`config.mk`:
```
export PLATFORM = sky130hd
export DESIGN_NAME = sentinel_key_injector
export DESIGN_NICKNAME = d
export VERILOG_FILES = /design/src/rtl/sentinel_key_injector.sv
export SDC_FILE = /design/constraint.sdc
export NUM_CORES = 1
export LEC_CHECK = 0
export BUFFER_PORTS_ARGS = -buffer_cell sky130_fd_sc_hd__buf_2
export CAP_MARGIN = 10
export CORE_ASPECT_RATIO = 1.5
export CORE_MARGIN = 2
export CORE_UTILIZATION = 60
export DETAILED_ROUTE_END_ITERATION = 16
export PLACE_DENSITY = 0.85
export SETUP_SLACK_MARGIN = 0.02
export SYNTH_ARGS = -nofsm -noshare
export SYNTH_HDL_FRONTEND = slang
export SYNTH_SLANG_ARGS = --single-unit
export TNS_END_PERCENT = 100
```
`constraint.sdc`:
```
create_clock -name clk -period 6.65 [get_ports clk]
set_input_delay 1.33 -clock clk [delete_from_list [all_inputs] [get_ports clk]]
set_output_delay 1.33 -clock clk [all_outputs]
set_load 0.01 [all_outputs]
```
`src/rtl/sentinel_key_injector.sv`:
```
// -----------------------------------------------------------------------------
// sentinel_key_injector
//
// Presents a key to an external lock and watches the lock's 7-segment readback
// for the "unlocked" glyph. Each attempt enables the lock, waits PRESENT_DELAY
// clocks before driving the key, then allows VERIFY_TIMEOUT clocks for the
// grant glyph. Failed attempts back off for BACKOFF_CYCLES idle clocks and
// retry, up to MAX_RETRIES attempts in total. Once granted, authorization is
// held while `hold` is high and the readback keeps showing the unlocked glyph.
//
// Ports
//   clk       in   system clock, rising edge
//   rst_n     in   asynchronous active-low reset
//   start     in   single-cycle request to begin an unlock sequence
//   abort     in   cancel any sequence (highest priority)
//   hold      in   keep authorization held once granted
//   key_in    in   [7:0] key to present, sampled on an accepted start
//   seg_in    in   [7:0] lock readback: 0xC1 unlocked, 0xC7 locked
//   ena_out   out  enable to the lock
//   key_out   out  [7:0] key bus to the lock, 0x00 when not presenting
//   busy      out  a sequence is in progress
//   granted   out  lock reported unlocked and authorization is held
//   failed    out  sequence ended without (or lost) authorization
//   attempts  out  [2:0] attempts started in the current sequence
// -----------------------------------------------------------------------------
module sentinel_key_injector #(
    parameter int PRESENT_DELAY  = 6,
    parameter int VERIFY_TIMEOUT = 8,
    parameter int BACKOFF_CYCLES = 32,
    parameter int MAX_RETRIES    = 3
) (
    input  logic       clk,
    input  logic       rst_n,
    input  logic       start,
    input  logic       abort,
    input  logic       hold,
    input  logic [7:0] key_in,
    input  logic [7:0] seg_in,
    output logic       ena_out,
    output logic [7:0] key_out,
    output logic       busy,
    output logic       granted,
    output logic       failed,
    output logic [2:0] attempts
);

    localparam logic [7:0] SEG_UNLOCKED = 8'hC1;

    // Terminal counter values; the counter restarts at 0 on every state entry.
    localparam logic [7:0] ARM_LAST     = 8'(PRESENT_DELAY - 1);
    localparam logic [7:0] VERIFY_LAST  = 8'(VERIFY_TIMEOUT);
    localparam logic [7:0] BACKOFF_LAST = 8'(BACKOFF_CYCLES - 1);
    localparam logic [2:0] MAX_ATT      = 3'(MAX_RETRIES);

    typedef enum logic [2:0] {
        IDLE    = 3'd0,
        ARM     = 3'd1,
        PRESENT = 3'd2,
        GRANTED = 3'd3,
        BACKOFF = 3'd4,
        FAILED  = 3'd5
    } state_t;

    state_t     r_state;
    logic [7:0] r_cnt;
    logic [7:0] r_key;
    logic       r_miss;   // one unlocked-glyph mismatch already seen in GRANTED

    // In PRESENT the clock index counts from 1 on the first clock the key is
    // on the bus, so the timeout fires on the VERIFY_TIMEOUT-th sample.
    logic [7:0] w_present_idx;
    assign w_present_idx = r_cnt + 8'd1;

    always_ff @(posedge clk or negedge rst_n) begin
        if (!rst_n) begin
            r_state  <= IDLE;
            r_cnt    <= 8'd0;
            r_key    <= 8'h00;
            r_miss   <= 1'b0;
            ena_out  <= 1'b0;
            key_out  <= 8'h00;
            busy     <= 1'b0;
            granted  <= 1'b0;
            failed   <= 1'b0;
            attempts <= 3'd0;
        end else if (abort) begin
            // failed and attempts deliberately keep their values
            r_state <= IDLE;
            r_cnt   <= 8'd0;
            r_miss  <= 1'b0;
            ena_out <= 1'b0;
            key_out <= 8'h00;
            busy    <= 1'b0;
            granted <= 1'b0;
        end else begin
            case (r_state)
                IDLE, FAILED: begin
                    if (start) begin
                        r_state  <= ARM;
                        r_cnt    <= 8'd0;
                        r_key    <= key_in;
                        failed   <= 1'b0;
                        attempts <= 3'd1;
                        busy     <= 1'b1;
                        ena_out  <= 1'b1;
                        key_out  <= 8'h00;
                        granted  <= 1'b0;
                    end
                end

                ARM: begin
                    if (r_cnt == ARM_LAST) begin
                        r_state <= PRESENT;
                        r_cnt   <= 8'd0;
                        key_out <= r_key;
                    end else begin
                        r_cnt <= r_cnt + 8'd1;
                    end
                end

                PRESENT: begin
                    // A grant seen on the last sample wins over the timeout.
                    if (seg_in == SEG_UNLOCKED) begin
                        r_state <= GRANTED;
                        r_cnt   <= 8'd0;
                        r_miss  <= 1'b0;
                        granted <= 1'b1;
                    end else if (w_present_idx == VERIFY_LAST) begin
                        r_cnt   <= 8'd0;
                        ena_out <= 1'b0;
                        key_out <= 8'h00;
                        if (attempts >= MAX_ATT) begin
                            r_state <= FAILED;
                            failed  <= 1'b1;
                            busy    <= 1'b0;
                        end else begin
                            r_state <= BACKOFF;
                        end
                    end else begin
                        r_cnt <= w_present_idx;
                    end
                end

                BACKOFF: begin
                    if (r_cnt == BACKOFF_LAST) begin
                        r_state  <= ARM;
                        r_cnt    <= 8'd0;
                        attempts <= attempts + 3'd1;
                        ena_out  <= 1'b1;
                    end else begin
                        r_cnt <= r_cnt + 8'd1;
                    end
                end

                GRANTED: begin
                    if (!hold) begin
                        r_state <= IDLE;
                        r_cnt   <= 8'd0;
                        r_miss  <= 1'b0;
                        ena_out <= 1'b0;
                        key_out <= 8'h00;
                        busy    <= 1'b0;
                        granted <= 1'b0;
                    end else if (seg_in != SEG_UNLOCKED) begin
                        // Tolerate one glitched readback; two in a row lose the lock.
                        if (r_miss) begin
                            r_state <= FAILED;
                            r_cnt   <= 8'd0;
                            r_miss  <= 1'b0;
                            ena_out <= 1'b0;
                            key_out <= 8'h00;
                            busy    <= 1'b0;
                            granted <= 1'b0;
                            failed  <= 1'b1;
                        end else begin
                            r_miss <= 1'b1;
                        end
                    end else begin
                        r_miss <= 1'b0;
                    end
                end

                default: begin
                    r_state  <= IDLE;
                    r_cnt    <= 8'd0;
                    r_key    <= 8'h00;
                    r_miss   <= 1'b0;
                    ena_out  <= 1'b0;
                    key_out  <= 8'h00;
                    busy     <= 1'b0;
                    granted  <= 1'b0;
                    failed   <= 1'b0;
                    attempts <= 3'd0;
                end
            endcase
        end
    end

endmodule

```
Yosys cells after proc, flatten, opt, wreduce, memory -nomap -nowiden
Index checks and enable logic that the tools add are counted.
- bits of input ports: 21
- word-level logic and storage cells: 126
- output and inout bits: 15
- bits in registers: 35
- multiplexer cells: 61
- reductions and logical operators: 16
- eq/ne operators: 32
- add/sub/neg operators: 2
- magnitude comparators: 1
- bitwise logic cells: 4
- operator list (kind ; number):
    8-bit 2-to-1 mux ; 14
    8-bit one-hot mux with 5 select lines ; 2
    3-bit 2-to-1 mux ; 10
    1-bit 2-to-1 mux ; 27
    3-bit != test, second input constant ; 7
    7-bit AND reduction ; 3
    2-bit != test, second input constant ; 10
    8-bit one-hot mux with 2 select lines ; 1
    3-bit one-hot mux with 5 select lines ; 1
    4-bit != test, second input constant ; 3
    1-bit one-hot mux with 4 select lines ; 3
    3-bit one-hot mux with 3 select lines ; 1
    9-bit AND reduction ; 1
    8-bit by 1-bit adder with 8-bit output, second input constant ; 1
    8-bit by 3-bit equality test with 1-bit output, second input constant ; 1
    8-bit by 4-bit equality test with 1-bit output, second input constant ; 1
    8-bit by 5-bit equality test with 1-bit output, second input constant ; 1
    8-bit equality test, second input constant ; 1
    8-bit != test, second input constant ; 1
    4-bit OR reduction ; 2
    3-bit by 2-bit equality test with 1-bit output, second input constant ; 2
    3-bit equality test, second input constant ; 2
    3-bit AND reduction ; 2
    6-bit AND reduction ; 1
    other kinds (13) ; 18

Logic depth before layout (Yosys ltp)
- depth after elaboration: 6
- depth in mapped cells: 8
- depth with buffers taken out: 8

Least setup slack after synthesis
No wires, ideal clock.
- path kind: input-to-reg
- start point: input seg_in[1]
- end point: register r_state[2]
- arrival time: 2.928 ns
- setup slack: 3.656 ns
- stages on the path: 5
- library setup time: 0.066 ns
- required time: 6.584 ns
- buffers on the path: 0
- path through: or4b_4 -> o41ai_4 -> o211ai_2 -> a2111oi_1 -> a31o_1
- longest elaborated chain between the ends: 4
- elaborated cells on any way between the ends: 8
- classes of those cells: eq/ne (4); mux (3); reduce/logical (1)
- ends and longest elaborated chain (what ; RTL line ; RTL):
    start: declaration ; 38 ; input logic [7:0] seg_in,
    8-bit equality test ; 123 ; if (seg_in == SEG_UNLOCKED) begin
    3-bit 2-to-1 mux ; 123 ;
    3-bit one-hot mux with 5 select lines ; 96 ; case (r_state)
    3-bit 2-to-1 mux ; 86 ; end else if (abort) begin
    end signal: assignment ; 88 ; r_state <= IDLE;
    end signal: assignment ; 99 ; r_state <= ARM;
    end signal: assignment ; 124 ; r_state <= GRANTED;
    end: declaration ; 64 ; state_t r_state;
Several ways; a longest one is shown, not always the timed one.
A chain may end at the register's enable or synchronous reset.

Worst setup path after layout
- start point: input seg_in[1]
- end point: register key_out[7]
- longest elaborated chain between the ends: 3
- elaborated cells on any way between the ends: 5
- classes of those cells: eq/ne (4); reduce/logical (1)
- ends and longest elaborated chain (what ; RTL line ; RTL):
    8-bit != test or 8-bit equality test (tied branches) ; 164, 123 ;
    4-bit != test (no line) or 3-bit != test (tied branches) ; n/a ;
    7-bit AND reduction (no line) (*) ; n/a ;
    end signal: assignment ; 115 ; key_out <= r_key;
    end: declaration ; 40 ; output logic [7:0] key_out,
Every way passes the cells marked *; elsewhere a longest branch is shown, timed or not.

==> results.sh <==
export IMPL_wire_per_inst_um=16.2
export IMPL_netSwitchingPower_mw=0.260
export IMPL_detail_route_antenna_nets=0
export IMPL_global_route_wire_length_before_repair_um=8340
export IMPL_n_antenna_cell=0
export IMPL_fp_dieH_um=76.5
export IMPL_synth_ff_type="sky130_fd_sc_hd__dfrtp_1"
export IMPL_final_max_slew_viol_count=0
export IMPL_combinational_fraction_of_design_power_pct=29.0
export IMPL_worstHoldPathType="register to register"
export IMPL_grt_pass1_vias=1906
export IMPL_clock_root_cell="sky130_fd_sc_hd__clkbuf_8"
export IMPL_library_cells_used_by_synthesis=53
export IMPL_top_achievable_clock_speed_mhz=334
export IMPL_total_leakage_power_nw=1.10
export IMPL_cp_common_cell="sky130_fd_sc_hd__a211o_1"
export IMPL_p_int_mw=0.475
export IMPL_relSlewSlack_pct=38.5
export IMPL_fillCellCount=285
export IMPL_crit_chain="buf_2 -> or4b_4 -> nor4_2 -> a211o_1 -> a211o_1 -> a22o_1"
export IMPL_setup_violations_final=0
export IMPL_synthCells=230
export IMPL_worstPathArrival_ns=3.22
export IMPL_cpMaxStageDelayCell="sky130_fd_sc_hd__or4b_4"
export IMPL_hold_viol=0
export IMPL_cts_sink_count=35
export IMPL_place_congestion=0.872
export IMPL_clk_pin_slew_worst_paths_ns=0.07
export IMPL_worstSetupEndpointType="register"
export IMPL_swShare_pct=35.4
export IMPL_globalRoute_totalOverflow=0
export IMPL_post_cts_buffers=0
export IMPL_post_synth_top_area_cell="sky130_fd_sc_hd__dfrtp_1"
export IMPL_io_buffer_count=35
export IMPL_synth_ff_latch_count=35
export IMPL_ys_warnings_count=0
export IMPL_timing_critical_path_required_ns=6.88
export IMPL_min_clock_period_post_route_ns=2.99
export IMPL_cpLargestDelayFamily="simple AND/OR/NAND/NOR gates"
export IMPL_largest_voltage_drop_on_the_vdd_net_v=0.000255
export IMPL_timing_critical_path_fanout_max=8
export IMPL_fin_crit_sh_pct=45.0
export IMPL_grtUsageTotal_pct=27.3
export IMPL_synthToLayoutAreaGrowth_pct=14.4
export IMPL_synth_cell_area_um2=2100
export IMPL_detail_route_vias_per_cell=6.34
export IMPL_dpl_hpwl_um=3540
export IMPL_tritoncts_num_buffers=5
export IMPL_maxCapViolCount=0
export IMPL_post_cts_resized_instances=0
export IMPL_fp_dieW_um=52.4
export IMPL_tightestPinTransition_ns=0.916
export IMPL_worst_path_buf_inv=1
export IMPL_tritoncts="yes"
export IMPL_initial_utilization_pct=62.2
export IMPL_sequential_share_of_power_pct=39.2
export IMPL_finClkSkew_ns=0.00387
export IMPL_num_vias=1920
export IMPL_fin_total_pwr_mw=0.735
export IMPL_setup_worst_path_start_class="input port"
export IMPL_path_class="input port to register"
export IMPL_rsz0062_at_grt="no"
export IMPL_synth_top_cells_by_area="sky130_fd_sc_hd__dfrtp_1 42%, sky130_fd_sc_hd__nand2_1 5.9%, sky130_fd_sc_hd__a22o_1 5.4%"
export IMPL_post_synth_most_frequent_cells="35 x sky130_fd_sc_hd__dfrtp_1, 33 x sky130_fd_sc_hd__nand2_1, 22 x sky130_fd_sc_hd__o21ai_0, 15 x sky130_fd_sc_hd__nor2_1, 13 x sky130_fd_sc_hd__a22o_1"
export IMPL_yosysSeqAreaShare_pct=41.6
export IMPL_synth_async_reset_ratio_pct=100
export IMPL_placement_rows=26
export IMPL_outcome="finished clean"
export IMPL_fp_dieArea_um2=4010
export IMPL_synth_most_common_cell="sky130_fd_sc_hd__dfrtp_1"
export IMPL_tns_ns=0
export IMPL_maximum_number_of_pins_on_one_net_before_global_route_repair=36
export IMPL_drive_gt1_share_pct=21.5
export IMPL_post_route_drc_count=0
export IMPL_syn_area_per_cell_um2=9.15
export IMPL_clock_tree_buffer_depth=2
export IMPL_clkLatencyLatePin_ns=0.29
export IMPL_pwr_per_cell_area_nw_per_um2=305
export IMPL_drt_total_wl_um=4900
export IMPL_hold_buffers=0
export IMPL_number_of_flops_mapped_to_enable_cells_by_yosys=0
export IMPL_core_area_um2=3380
export IMPL_clock_power_share_pct=31.8
export IMPL_layout_nets=285
export IMPL_grt_antenna_before_repair=0
export IMPL_synthesis_nets=255
export IMPL_drtIter0Drc=59
export IMPL_synthDominantCellAreaShare_pct=41.6
export IMPL_critical_path_max_stage_delay_ns=0.56
export IMPL_top_level_ports=36
export IMPL_drtPass1Iterations=4
export IMPL_cts_htree_levels=2
flip-flops by register name (all words and copies together), names as in the netlist:
signal    count
r_cnt         8
ena_out       1
key_out       8
r_state       3
failed        1
attempts      3
granted       1
r_key         8
busy          1
r_miss        1
cell usage in the layout (no fill, tap or decap), types with 2 or more instances in the layout:
master	n
sky130_fd_sc_hd__a211oi_1	2
sky130_fd_sc_hd__a31oi_1	2
sky130_fd_sc_hd__a22o_1	13
sky130_fd_sc_hd__mux2i_1	2
sky130_fd_sc_hd__nor2_1	15
sky130_fd_sc_hd__dfrtp_1	35
sky130_fd_sc_hd__o211ai_1	4
sky130_fd_sc_hd__o21ai_0	22
sky130_fd_sc_hd__and2_1	2
sky130_fd_sc_hd__and4_1	3
sky130_fd_sc_hd__buf_2	35
sky130_fd_sc_hd__nand2_1	33
sky130_fd_sc_hd__o22ai_1	4
sky130_fd_sc_hd__clkbuf_8	5
sky130_fd_sc_hd__o21a_1	4
sky130_fd_sc_hd__bufinv_16	2
sky130_fd_sc_hd__nor3_1	7
sky130_fd_sc_hd__ha_1	4
sky130_fd_sc_hd__a22oi_1	2
sky130_fd_sc_hd__a211o_1	2
sky130_fd_sc_hd__a21oi_1	8
sky130_fd_sc_hd__a21o_1	2
sky130_fd_sc_hd__nand4_1	2
sky130_fd_sc_hd__xor2_1	2
sky130_fd_sc_hd__nand3_1	5
sky130_fd_sc_hd__o31ai_1	3
sky130_fd_sc_hd__nor3b_1	4
sky130_fd_sc_hd__nand2b_1	3
sky130_fd_sc_hd__inv_1	8
sky130_fd_sc_hd__or3_1	2
through the flow:
| stage | hold slack, ns | cells | util (%) | area (um2) | setup slack (ns) |
|---|---|---|---|---|---|
| floorplan | 0.450 | 230 | - | 2100 | 3.66 |
| global placement | 0.462 | 295 | 67.1 | 2270 | 3.42 |
| detailed placement | 0.471 | 295 | 67.1 | 2270 | 3.40 |
| CTS | 0.488 | 303 | 71.2 | 2410 | 3.68 |
| global route | 0.512 | 303 | 71.2 | 2410 | 3.57 |
| finish | 0.484 | 303 | 71.2 | 2410 | 3.66 |
layer usage:
metal	up-vias	routed length [um]	track usage, %
li1	915	-	-
met1	926	1980	32.0
met2	61	2580	46.9
met3	18	183	5.49
met4	0	155	11.0
met5	-	0	0
layout make-up:
class / count / area (um2) / share of cell area (%)
multi-input combinational: 175 / 1140 / 47.2
timing repair buffer: 35 / 175 / 7.28
tap: 42 / 52.6 / 2.18
clock buffer: 5 / 68.8 / 2.86
inverter: 8 / 30.0 / 1.25
sequential: 35 / 876 / 36.4
clock inverter: 3 / 67.6 / 2.81
kinds of logic (layout without fill, tap and decap cells):
| kind of cell | count (synthesis) | after routing | share of synthesized area, % |
|---|---|---|---|
| compound gates | 81 | 81 | 28.8 |
| xor+xnor | 3 | 3 | 1.25 |
| fa+ha+maj | 4 | 4 | 2.38 |
| buf+inv | 20 | 51 | 4.34 |
| flops | 35 | 35 | 41.6 |
| mux | 2 | 2 | 0.951 |
| simple gates | 85 | 85 | 20.7 |
tightest hold or removal path: cells and delay by family, from the launching register on:
family | cells | cell delay [ns]
compound gates | 1 | 0.06
flops | 1 | 0.35
simple gates | 1 | 0.05
power by group through the flow:
stage               registers, mW  logic, mW  clock network, mW
global route                0.293      0.240              0.241
detailed placement          0.291      0.211                  0
finish                      0.288      0.213              0.234
global placement            0.290      0.204                  0
floorplan                   0.271      0.170                  0
CTS                         0.286      0.212              0.234
final timing paths:
| check | from | end | slack (ns) | cells after the start |
|---|---|---|---|---|
| worst min register to register | r_key[4]$_DFFE_PN0P_ | r_key[4]$_DFFE_PN0P_ | 0.48 | 2 |
| max in group asynchronous | rst_n | attempts[2]$_DFFE_PN0P_ | 5.05 | 1 |
| worst min-delay path | r_key[4]$_DFFE_PN0P_ | r_key[4]$_DFFE_PN0P_ | 0.48 | 2 |
| worst max-delay path | seg_in[1] | key_out[7]$_DFFE_PN0P_ | 3.66 | 6 |
| worst max register to register | r_cnt[0]$_DFFE_PN0P_ | key_out[7]$_DFFE_PN0P_ | 4.01 | 7 |
| min in group asynchronous | rst_n | granted$_DFFE_PN0P_ | 1.11 | 1 |
(Power assumes the default switching activity.)
